### config.mk
export PLATFORM = sky130hd
export DESIGN_NAME = clk_gate_ctrl
export DESIGN_NICKNAME = d
export VERILOG_FILES = /design/src/rtl/clk_gate_ctrl.sv
export SDC_FILE = /design/constraint.sdc
export NUM_CORES = 1
export LEC_CHECK = 0
export BUFFER_PORTS_ARGS = -buffer_cell sky130_fd_sc_hd__buf_2
export CAP_MARGIN = 20
export CORE_ASPECT_RATIO = 1.2
export CORE_UTILIZATION = 48
export CTS_CLUSTER_SIZE = 24
export DETAILED_ROUTE_END_ITERATION = 12
export HOLD_SLACK_MARGIN = 0.08
export MAX_ROUTING_LAYER = met4
export PLACE_DENSITY = 0.76
export SYNTH_ARGS = -nofsm -noshare
export SYNTH_HDL_FRONTEND = slang
export SYNTH_SLANG_ARGS = --single-unit
export TNS_END_PERCENT = 30
### constraint.sdc
create_clock -name i_clk -period 2.1 [get_ports i_clk]
set_input_delay 0.21 -clock i_clk [delete_from_list [all_inputs] [get_ports i_clk]]
set_output_delay 0.21 -clock i_clk [all_outputs]
set_load 0.05 [all_outputs]
### src/rtl/clk_gate_ctrl.sv
// Clock-gate hysteresis and sequencing controller for the core and soc_ifc ICGs.
// Runs on the free-running clock. Gates only after a qualified idle run.
// Releases on any wake event. Keeps a saturating count of gated cycles.
module clk_gate_ctrl #(
  parameter int IDLE_CYCLES = 16,
  parameter int MIN_RUN     = 4,
  parameter int CNT_W       = 32
) (
  input  logic             i_clk,
  input  logic             i_cptra_rst_b,
  input  logic             i_clk_gate_en,
  input  logic             i_cpu_halt_status,
  input  logic             i_psel,
  input  logic [63:0]      i_generic_input_wires,
  input  logic             i_cptra_error_fatal,
  input  logic             i_cptra_in_debug_scan_mode,
  input  logic             i_rdc_clk_dis,
  input  logic             i_gated_cnt_clr,
  output logic             o_disable_clk,
  output logic             o_disable_soc_ifc_clk,
  output logic             o_cg_active,
  output logic             o_wake_pulse,
  output logic [CNT_W-1:0] o_gated_cycle_cnt
);

  localparam int HW = (MIN_RUN > 0) ? $clog2(MIN_RUN + 1) : 1;
  localparam int IW = (IDLE_CYCLES > 1) ? $clog2(IDLE_CYCLES) : 1;
  localparam logic [HW-1:0] HOLDOFF_LOAD = HW'(MIN_RUN);
  localparam logic [IW-1:0] IDLE_LOAD    = IW'(IDLE_CYCLES - 1);

  typedef enum logic [1:0] {
    RUN       = 2'd0,
    IDLE_WAIT = 2'd1,
    GATED     = 2'd2,
    WAKE      = 2'd3
  } state_t;

  state_t           r_state;
  state_t           w_state_next;
  logic [HW-1:0]    r_holdoff_cnt;
  logic [HW-1:0]    w_holdoff_next;
  logic [IW-1:0]    r_idle_cnt;
  logic [IW-1:0]    w_idle_next;
  logic [63:0]      r_wires_f;
  logic             r_cg_active;
  logic             r_wake_pulse;
  logic [CNT_W-1:0] r_gated_cnt;

  logic w_wire_chg;
  logic w_force_on;
  logic w_wake;
  logic w_idle;
  logic w_gated;

  assign w_wire_chg = |(i_generic_input_wires ^ r_wires_f);
  assign w_force_on = i_cptra_error_fatal | i_cptra_in_debug_scan_mode;
  assign w_wake     = !i_clk_gate_en | !i_cpu_halt_status | w_wire_chg | w_force_on;
  assign w_idle     = !w_wake;
  assign w_gated    = (r_state == GATED);

  // State, counters and registered status flags
  always_ff @(posedge i_clk or negedge i_cptra_rst_b) begin
    if (!i_cptra_rst_b) begin
      r_state       <= RUN;
      r_holdoff_cnt <= HOLDOFF_LOAD;
      r_idle_cnt    <= '0;
      r_wires_f     <= '0;
      r_cg_active   <= 1'b0;
      r_wake_pulse  <= 1'b0;
    end else begin
      r_state       <= w_state_next;
      r_holdoff_cnt <= w_holdoff_next;
      r_idle_cnt    <= w_idle_next;
      r_wires_f     <= i_generic_input_wires;
      r_cg_active   <= (w_state_next == GATED);
      r_wake_pulse  <= (w_state_next == WAKE);
    end
  end

  // Next-state logic: holdoff after wake, then a continuous idle run before gating
  always_comb begin
    w_state_next   = r_state;
    w_holdoff_next = r_holdoff_cnt;
    w_idle_next    = r_idle_cnt;
    case (r_state)
      RUN: begin
        if (r_holdoff_cnt != '0) begin
          w_holdoff_next = r_holdoff_cnt - 1'b1;
        end
        if (w_idle && (r_holdoff_cnt == '0)) begin
          w_state_next = IDLE_WAIT;
          w_idle_next  = IDLE_LOAD;
        end
      end
      IDLE_WAIT: begin
        // A wake always wins, even on the cycle the idle count expires
        if (w_wake) begin
          w_state_next   = RUN;
          w_holdoff_next = HOLDOFF_LOAD;
        end else if (r_idle_cnt == '0) begin
          w_state_next = GATED;
        end else begin
          w_idle_next = r_idle_cnt - 1'b1;
        end
      end
      GATED: begin
        if (w_wake) begin
          w_state_next = WAKE;
        end
      end
      WAKE: begin
        w_state_next   = RUN;
        w_holdoff_next = HOLDOFF_LOAD;
      end
      default: begin
        w_state_next   = RUN;
        w_holdoff_next = HOLDOFF_LOAD;
      end
    endcase
  end

  // Gated-cycle telemetry counter: clear wins, otherwise saturating increment
  always_ff @(posedge i_clk or negedge i_cptra_rst_b) begin
    if (!i_cptra_rst_b) begin
      r_gated_cnt <= '0;
    end else if (i_gated_cnt_clr) begin
      r_gated_cnt <= '0;
    end else if (w_gated && (r_gated_cnt != '1)) begin
      r_gated_cnt <= r_gated_cnt + 1'b1;
    end
  end

  // psel, force_on and rdc_clk_dis act combinationally for zero-latency restore/override
  assign o_disable_clk         = (w_gated & !w_force_on) | i_rdc_clk_dis;
  assign o_disable_soc_ifc_clk = (w_gated & !w_force_on & !i_psel) | i_rdc_clk_dis;
  assign o_cg_active           = r_cg_active;
  assign o_wake_pulse          = r_wake_pulse;
  assign o_gated_cycle_cnt     = r_gated_cnt;

endmodule

==> flow_summary.yaml, run 1 <==
die:
  core_region_area_mm2: 0.00952
  die_width_um: 92.3
  initial_utilization: 0.494
  io_pins: 109
  design.die.area_mm2: 0.0102
  die_h_um: 110
  rows: 39
cts:
  cts.clk_slew.worst_paths_ns: 0.08
  cts_tree: "built"
  cts_root_buffer: "clkbuf_16"
  clk-insertion-delay-late_ns: 0.34
  clock_sinks: 107
  numCtsBuffers: 9
  clk_path_buf_depth: 2
  clock_tree.htree_level_count: 3
critical_path:
  cpPeakStageDelay_ns: 0.54
  criticalPathCategory: "reg -> reg"
  timing.rr.start: "o_gated_cycle_cnt[5]"
  cp_cell_sequence: "nand4_4 -> or4_4 -> buf_6 -> buf_6 -> nor4_4 -> buf_6 -> nand4_1 -> xor2_1 -> nor2_1"
  critical_path_peak_fanout: 6
  crit_path_end_kind: "register"
  cp_data_arrival_time_ns: 2.36
  crit_path_slowest_cell: "or4_4"
  critPathLaunchType: "register"
  timing.critical_path.mode_cell: "buf_6"
  critical_path_required_ns: 2.31
  timing.critical_path.buf_inv: 3
  timing.critical_path.from: "o_gated_cycle_cnt[5]"
  critical-path-top-delay-family: "simple AND/OR/NAND/NOR gates"
final_layout:
  fraction_of_final_layout_cells_sized_beyond_drive_strength_1: 0.330
  antenna_cells: 0
  final_net_count: 708
  syn2layout_area_growth_pct: 46.4
  postLayoutCellArea_mm2: 0.00688
timing:
  worst_hold_slack_ns: 0.108
  actual_slew_at_the_worst_max_slew_pin_ns: 0.601
  rsz_0062_raised_after_global_routing: "true"
  final.setup_skew_ns: 0.00965
  fin_ws_ns: -0.0466
  tns_ns: -0.123
  finalSetupViolations: 6
  achievable_clock_frequency_mhz: 466
  final-hold-violation-count: 0
  max-slew-margin-rel: 0.600
  report.final.slew_viol_count: 0
  finalCriticalPeriod_ns: 2.15
  fin_crit_sh: 1.02
power:
  power_density_mw_per_mm2: 623
  worst_ir_drop_vdd_mv: 0.478
  fin_total_pwr_w: 0.00428
  leakage_nw: 3.20
flow_run:
  drv.max_cap_violation_count: 0
routing:
  drt_drc_violations_left: 0
  finalWirelength_mm: 12.1
  drc_marker_count_from_the_first_detailed_route_iteration: 258
  vias_per_cell: 5.31
  route.detailed.wl_per_inst_um: 15.9
  detailedRoute.firstPassIterationCount: 4
  routed-via-count: 4034
  route.antenna.remaining_nets: 0
placement:
  place_congestion: 0.831
  dpl_worst_slack_ns: -0.152
  place.detailed.hpwl_mm: 7.37
  port_buffers: 108
  place_area_mm2: 0.00566
worst_hold_path:
  hp-class: "in -> reg"
  startpoint_of_the_worst_hold_path: "i_generic_input_wires[50]"
global_route:
  globalRoute.totalOverflow: 0
  antenna_found_initial: 0
  globalRouteTotalUtil: 0.250
  grt_first_pass_wirelength_mm: 19.2
  grt_pass1_vias: 4192
  grt_max_degree: 65
synthesis:
  netlist_area_mm2: 0.00470
  synth_cell_types: 50
  postSynth.asyncResetShare: 1.00
  postSynth.topFlopCell: "dfrtp_1"
  synth.ff_latch_count: 107
  syn-num-nets: 494
  post_synth_inst_count: 417
  synth-edff-count: 0
  ys_seq_area_frac: 0.570
  avgSynthCellArea_um2: 11.3
  synth-warning-count: 0
run_status:
  failed_checks: "setup timing"
  status: "complete, but fails checks"
## where the power goes
part	internal (W)	switching, W
Clock	0.000947	0.000797
Sequential	0.00212	0.0000328
Combinational	0.000200	0.000186
Total	0.00327	0.00102
## kinds of logic after synthesis
family,after synthesis,share of synthesized area
simple gates,151,0.183
buf+inv,32,0.0288
fa+ha+maj,4,0.0107
mux,2,0.00453
flops,107,0.570
xor+xnor,71,0.132
compound gates,50,0.0711
## Yosys cell counts (all sizes together) (2+ instances only)
cell / n / area, um^2
a2111oi: 2 / 17.5
a211o: 2 / 17.5
a21oi: 12 / 60.1
a41o: 2 / 20.0
and2: 2 / 12.5
and3: 2 / 13.8
and4: 3 / 26.3
buf: 2 / 22.5
clkbuf: 7 / 26.3
dfrtp: 106 / 2650
ha: 4 / 50.1
inv: 23 / 86.3
nand2: 17 / 63.8
nand2b: 5 / 31.3
nand3: 12 / 60.1
nand4: 15 / 100
nor2: 32 / 120
nor2b: 12 / 75.1
nor3: 11 / 60.1
nor3b: 2 / 15.0
nor4: 20 / 138
nor4b: 2 / 17.5
o21a: 2 / 15.0
o21ai: 12 / 60.1
o22ai: 4 / 25.0
o31a: 2 / 17.5
o31ai: 5 / 37.5
or3: 9 / 58.8
or3b: 2 / 17.5
or4: 2 / 22.5
xnor2: 25 / 219
xor2: 46 / 403
## metal layers
metal | up-vias | GRT usage | wire [um]
met5 | - | - | 0
met1 | 2002 | 0.276 | 4490
met4 | 0 | 0.113 | 349
met2 | 118 | 0.456 | 6810
li1 | 1887 | - | -
met3 | 27 | 0.0274 | 410
## worst register-to-register path: cells and delay by family, from the launching register on
kind          cells  cell delay [ns]
xor+xnor          1             0.15
buf+inv           3             0.41
flops             1             0.39
simple gates      5             1.07
## through the flow
step / util / instances
after floorplan: - / 417
after global routing: 0.723 / 759
after global placement: 0.595 / 675
after CTS: 0.705 / 762
final: 0.723 / 759
after detailed placement: 0.595 / 675
## layout by cell type (no fill, tap or decap), types with 4 or more instances in the layout
| master | instances |
|---|---|
| nand3_1 | 10 |
| buf_2 | 97 |
| o22ai_1 | 4 |
| nor2b_1 | 12 |
| dfrtp_2 | 11 |
| clkbuf_16 | 9 |
| nor4_1 | 13 |
| nor2_1 | 32 |
| or3_1 | 7 |
| ha_1 | 4 |
| inv_1 | 23 |
| nand2b_1 | 4 |
| dlygate4sd3_1 | 61 |
| xor2_1 | 46 |
| a21oi_1 | 10 |
| nor3_1 | 8 |
| nor4_2 | 4 |
| dlymetal6s4s_1 | 4 |
| xnor2_1 | 24 |
| buf_6 | 5 |
| nand2_1 | 17 |
| buf_4 | 43 |
| nand4_1 | 14 |
| dfrtp_1 | 95 |
| o21ai_0 | 11 |
## timing repair
action,in CTS,in global routing
pin swaps,7,23
hold buffers,65,0
buffers inserted,5,7
endpoints found under the setup margin,14,40
gates cloned,1,0
resized for setup,10,34
endpoints found under the hold margin,98,0
## sequential cells by signal, indices dropped and copies added, names as in the netlist
signal / cells
r_wires_f: 64
o_gated_cycle_cnt: 32
r_idle_cnt: 4
r_holdoff_cnt: 3
r_state: 2
o_cg_active: 1
o_wake_pulse: 1
## cell type report
type	count	area, um^2
Clock buffer	9	225
Clock inverter	7	83.8
Fill cell	713	2640
Inverter	23	86.3
Multi-Input combinational cell	279	2090
Sequential cell	107	2690
Tap cell	123	154
Timing Repair Buffer	211	1550
## worst paths after layout
check / endpoint / slack, ns / depth (start not counted)
worst max-delay path: o_gated_cycle_cnt[30] / -0.05 / 9
worst min-delay path: r_wires_f[50] / 0.11 / 1
worst max register to register: o_gated_cycle_cnt[30] / -0.05 / 9
worst min register to register: r_idle_cnt[1] / 0.56 / 1
max in group asynchronous: r_wires_f[59] / 1.20 / 3
min in group asynchronous: r_wires_f[13] / 0.27 / 2
(Power assumes the default switching activity.)
==> run 2, diff against run 1 <==
--- a/config.mk
+++ b/config.mk
@@ -11,6 +11,7 @@
 export CORE_UTILIZATION = 48
 export CTS_CLUSTER_SIZE = 24
 export DETAILED_ROUTE_END_ITERATION = 12
+export GPL_TIMING_DRIVEN = 0
 export HOLD_SLACK_MARGIN = 0.08
 export MAX_ROUTING_LAYER = met4
 export PLACE_DENSITY = 0.76
==> flow_summary.yaml, run 2 (same netlist as run 1, synthesis figures left out) <==
final_layout:
  postLayoutCellArea_mm2: 0.00673
  mostFrequentLayoutCells: "buf_2 (98), dfrtp_1 (93), dlygate4sd3_1 (60), xor2_1 (45), nor2_1 (31)"
  commonest_non_fill_non_tap_cell_in_the_layout: "buf_2"
  largest_register: "r_wires_f"
  ff_latch_area_mm2: 0.00270
  antenna_cells: 0
  largest_register_ff_count: 64
  syn2layout_area_growth_pct: 43.2
  final_net_count: 687
  n_fill_cell: 683
  fraction_of_final_layout_cells_sized_beyond_drive_strength_1: 0.306
  multiInputGateArea_mm2: 0.00210
routing:
  vias_per_cell: 5.25
  route.antenna.remaining_nets: 0
  detailedRoute.firstPassIterationCount: 4
  route.detailed.wl_per_inst_um: 15.6
  routed-via-count: 3877
  finalWirelength_mm: 11.5
  drc_marker_count_from_the_first_detailed_route_iteration: 251
  drt_drc_violations_left: 0
placement:
  port_buffers: 108
  place.detailed.hpwl_mm: 7.04
  place_area_mm2: 0.00545
  place_congestion: 0.816
cts:
  clock_tree.htree_level_count: 3
  clk_path_buf_depth: 2
  cts.clk_slew.worst_paths_ns: 0.07
  numCtsBuffers: 9
  cts_root_buffer: "clkbuf_16"
  clk-insertion-delay-late_ns: 0.35
  cts_tree: "built"
  clock_sinks: 107
timing:
  actual_slew_at_the_worst_max_slew_pin_ns: 0.645
  finalSetupViolations: 10
  final.setup_skew_ns: 0.00703
  report.final.slew_viol_count: 0
  fin_ws_ns: -0.0888
  finalCriticalPeriod_ns: 2.19
  rsz_0062_raised_after_global_routing: "true"
  achievable_clock_frequency_mhz: 457
  fin_crit_sh: 1.04
  final-hold-violation-count: 0
  tns_ns: -0.516
  max-slew-margin-rel: 0.570
die:
  rows: 39
  core_region_area_mm2: 0.00952
  io_pins: 109
  initial_utilization: 0.494
  design.die.area_mm2: 0.0102
  die_h_um: 110
  die_width_um: 92.3
global_route:
  grt_pass1_vias: 4140
  globalRoute.totalOverflow: 0
  grt_max_degree: 67
  grt_first_pass_wirelength_mm: 18.5
  globalRouteTotalUtil: 0.243
  antenna_found_initial: 0
critical_path:
  setup.reg_to_reg.worst_slack_ns: -0.09
  critPathLaunchType: "register"
  cp_data_arrival_time_ns: 2.46
  crit_path_end_kind: "register"
  critical_path_peak_fanout: 5
  critical_path_required_ns: 2.37
  criticalPathCategory: "reg -> reg"
power:
  power_density_mw_per_mm2: 646
  leakage_nw: 3.07
  worst_ir_drop_vdd_mv: 0.481
run_status:
  status: "complete, but fails checks"
  failed_checks: "setup timing"
flow_run:
  drv.max_cap_violation_count: 0
worst_hold_path:
  hp-class: "in -> reg"
-- run 2: metrics by stage --
step / hold WS, ns / setup WS [ns] / power (W) / utilization / cells
floorplan: -0.0856 / -0.290 / 0.00230 / - / 417
CTS: 0.0981 / -0.0894 / 0.00434 / 0.691 / 740
global route: 0.108 / -0.166 / 0.00450 / 0.707 / 738
detailed placement: 0.236 / -0.712 / 0.00247 / 0.573 / 649
global placement: 0.333 / -0.593 / 0.00244 / 0.570 / 648
finish: 0.103 / -0.0888 / 0.00435 / 0.707 / 738
-- run 2: area by class of cell --
type | instances | share of cell area
Multi-Input combinational cell | 278 | 0.313
Buffer | 7 | 0.00521
Sequential cell | 107 | 0.401
Clock inverter | 6 | 0.0134
Tap cell | 123 | 0.0229
Inverter | 23 | 0.0128
Timing Repair Buffer | 184 | 0.198
Clock buffer | 10 | 0.0340
-- run 2: layer usage --
layer	wire length (um)	track usage
met1	4540	0.264
met2	6280	0.432
met3	298	0.0377
met4	398	0.128
met5	0	-
-- run 2: final timing paths --
| kind | startpoint | endpoint | cells past startpoint |
|---|---|---|---|
| worst min register to register | r_idle_cnt[1] | r_idle_cnt[1] | 1 |
| min in group asynchronous | i_cptra_rst_b | r_wires_f[50] | 2 |
| worst min-delay path | i_gated_cnt_clr | o_gated_cycle_cnt[2] | 2 |
| worst max register to register | o_gated_cycle_cnt[5] | o_gated_cycle_cnt[27] | 6 |
| worst max-delay path | o_gated_cycle_cnt[5] | o_gated_cycle_cnt[27] | 6 |
| max in group asynchronous | i_cptra_rst_b | r_holdoff_cnt[2] | 3 |
-- run 2: critical path, cell delays in order, from the launching register on --
cell and delay, ns:
dfrtp_2 0.39, nand4_4 0.11, or4_4 0.55, or4_4 0.46, buf_6 0.15, or3_1 0.32, a21oi_2 0.12
-- run 2: what timing repair did --
item                       4_1_cts  5_1_grt
gates cloned                     0        1
hold buffers                    65        0
setup endpoints to repair       40       39
buffers inserted                12        7
resized for setup               15       31
hold endpoints to repair       105        0
pin swaps                        7       19
-- run 2: power breakdown --
group	internal (W)	switching, W	total, W	leakage, nW
Combinational	0.000203	0.000191	0.000394	1.61
Sequential	0.00212	0.0000314	0.00215	1.32
Clock	0.00105	0.000754	0.00180	0.141
Total	0.00337	0.000977	0.00435	3.07
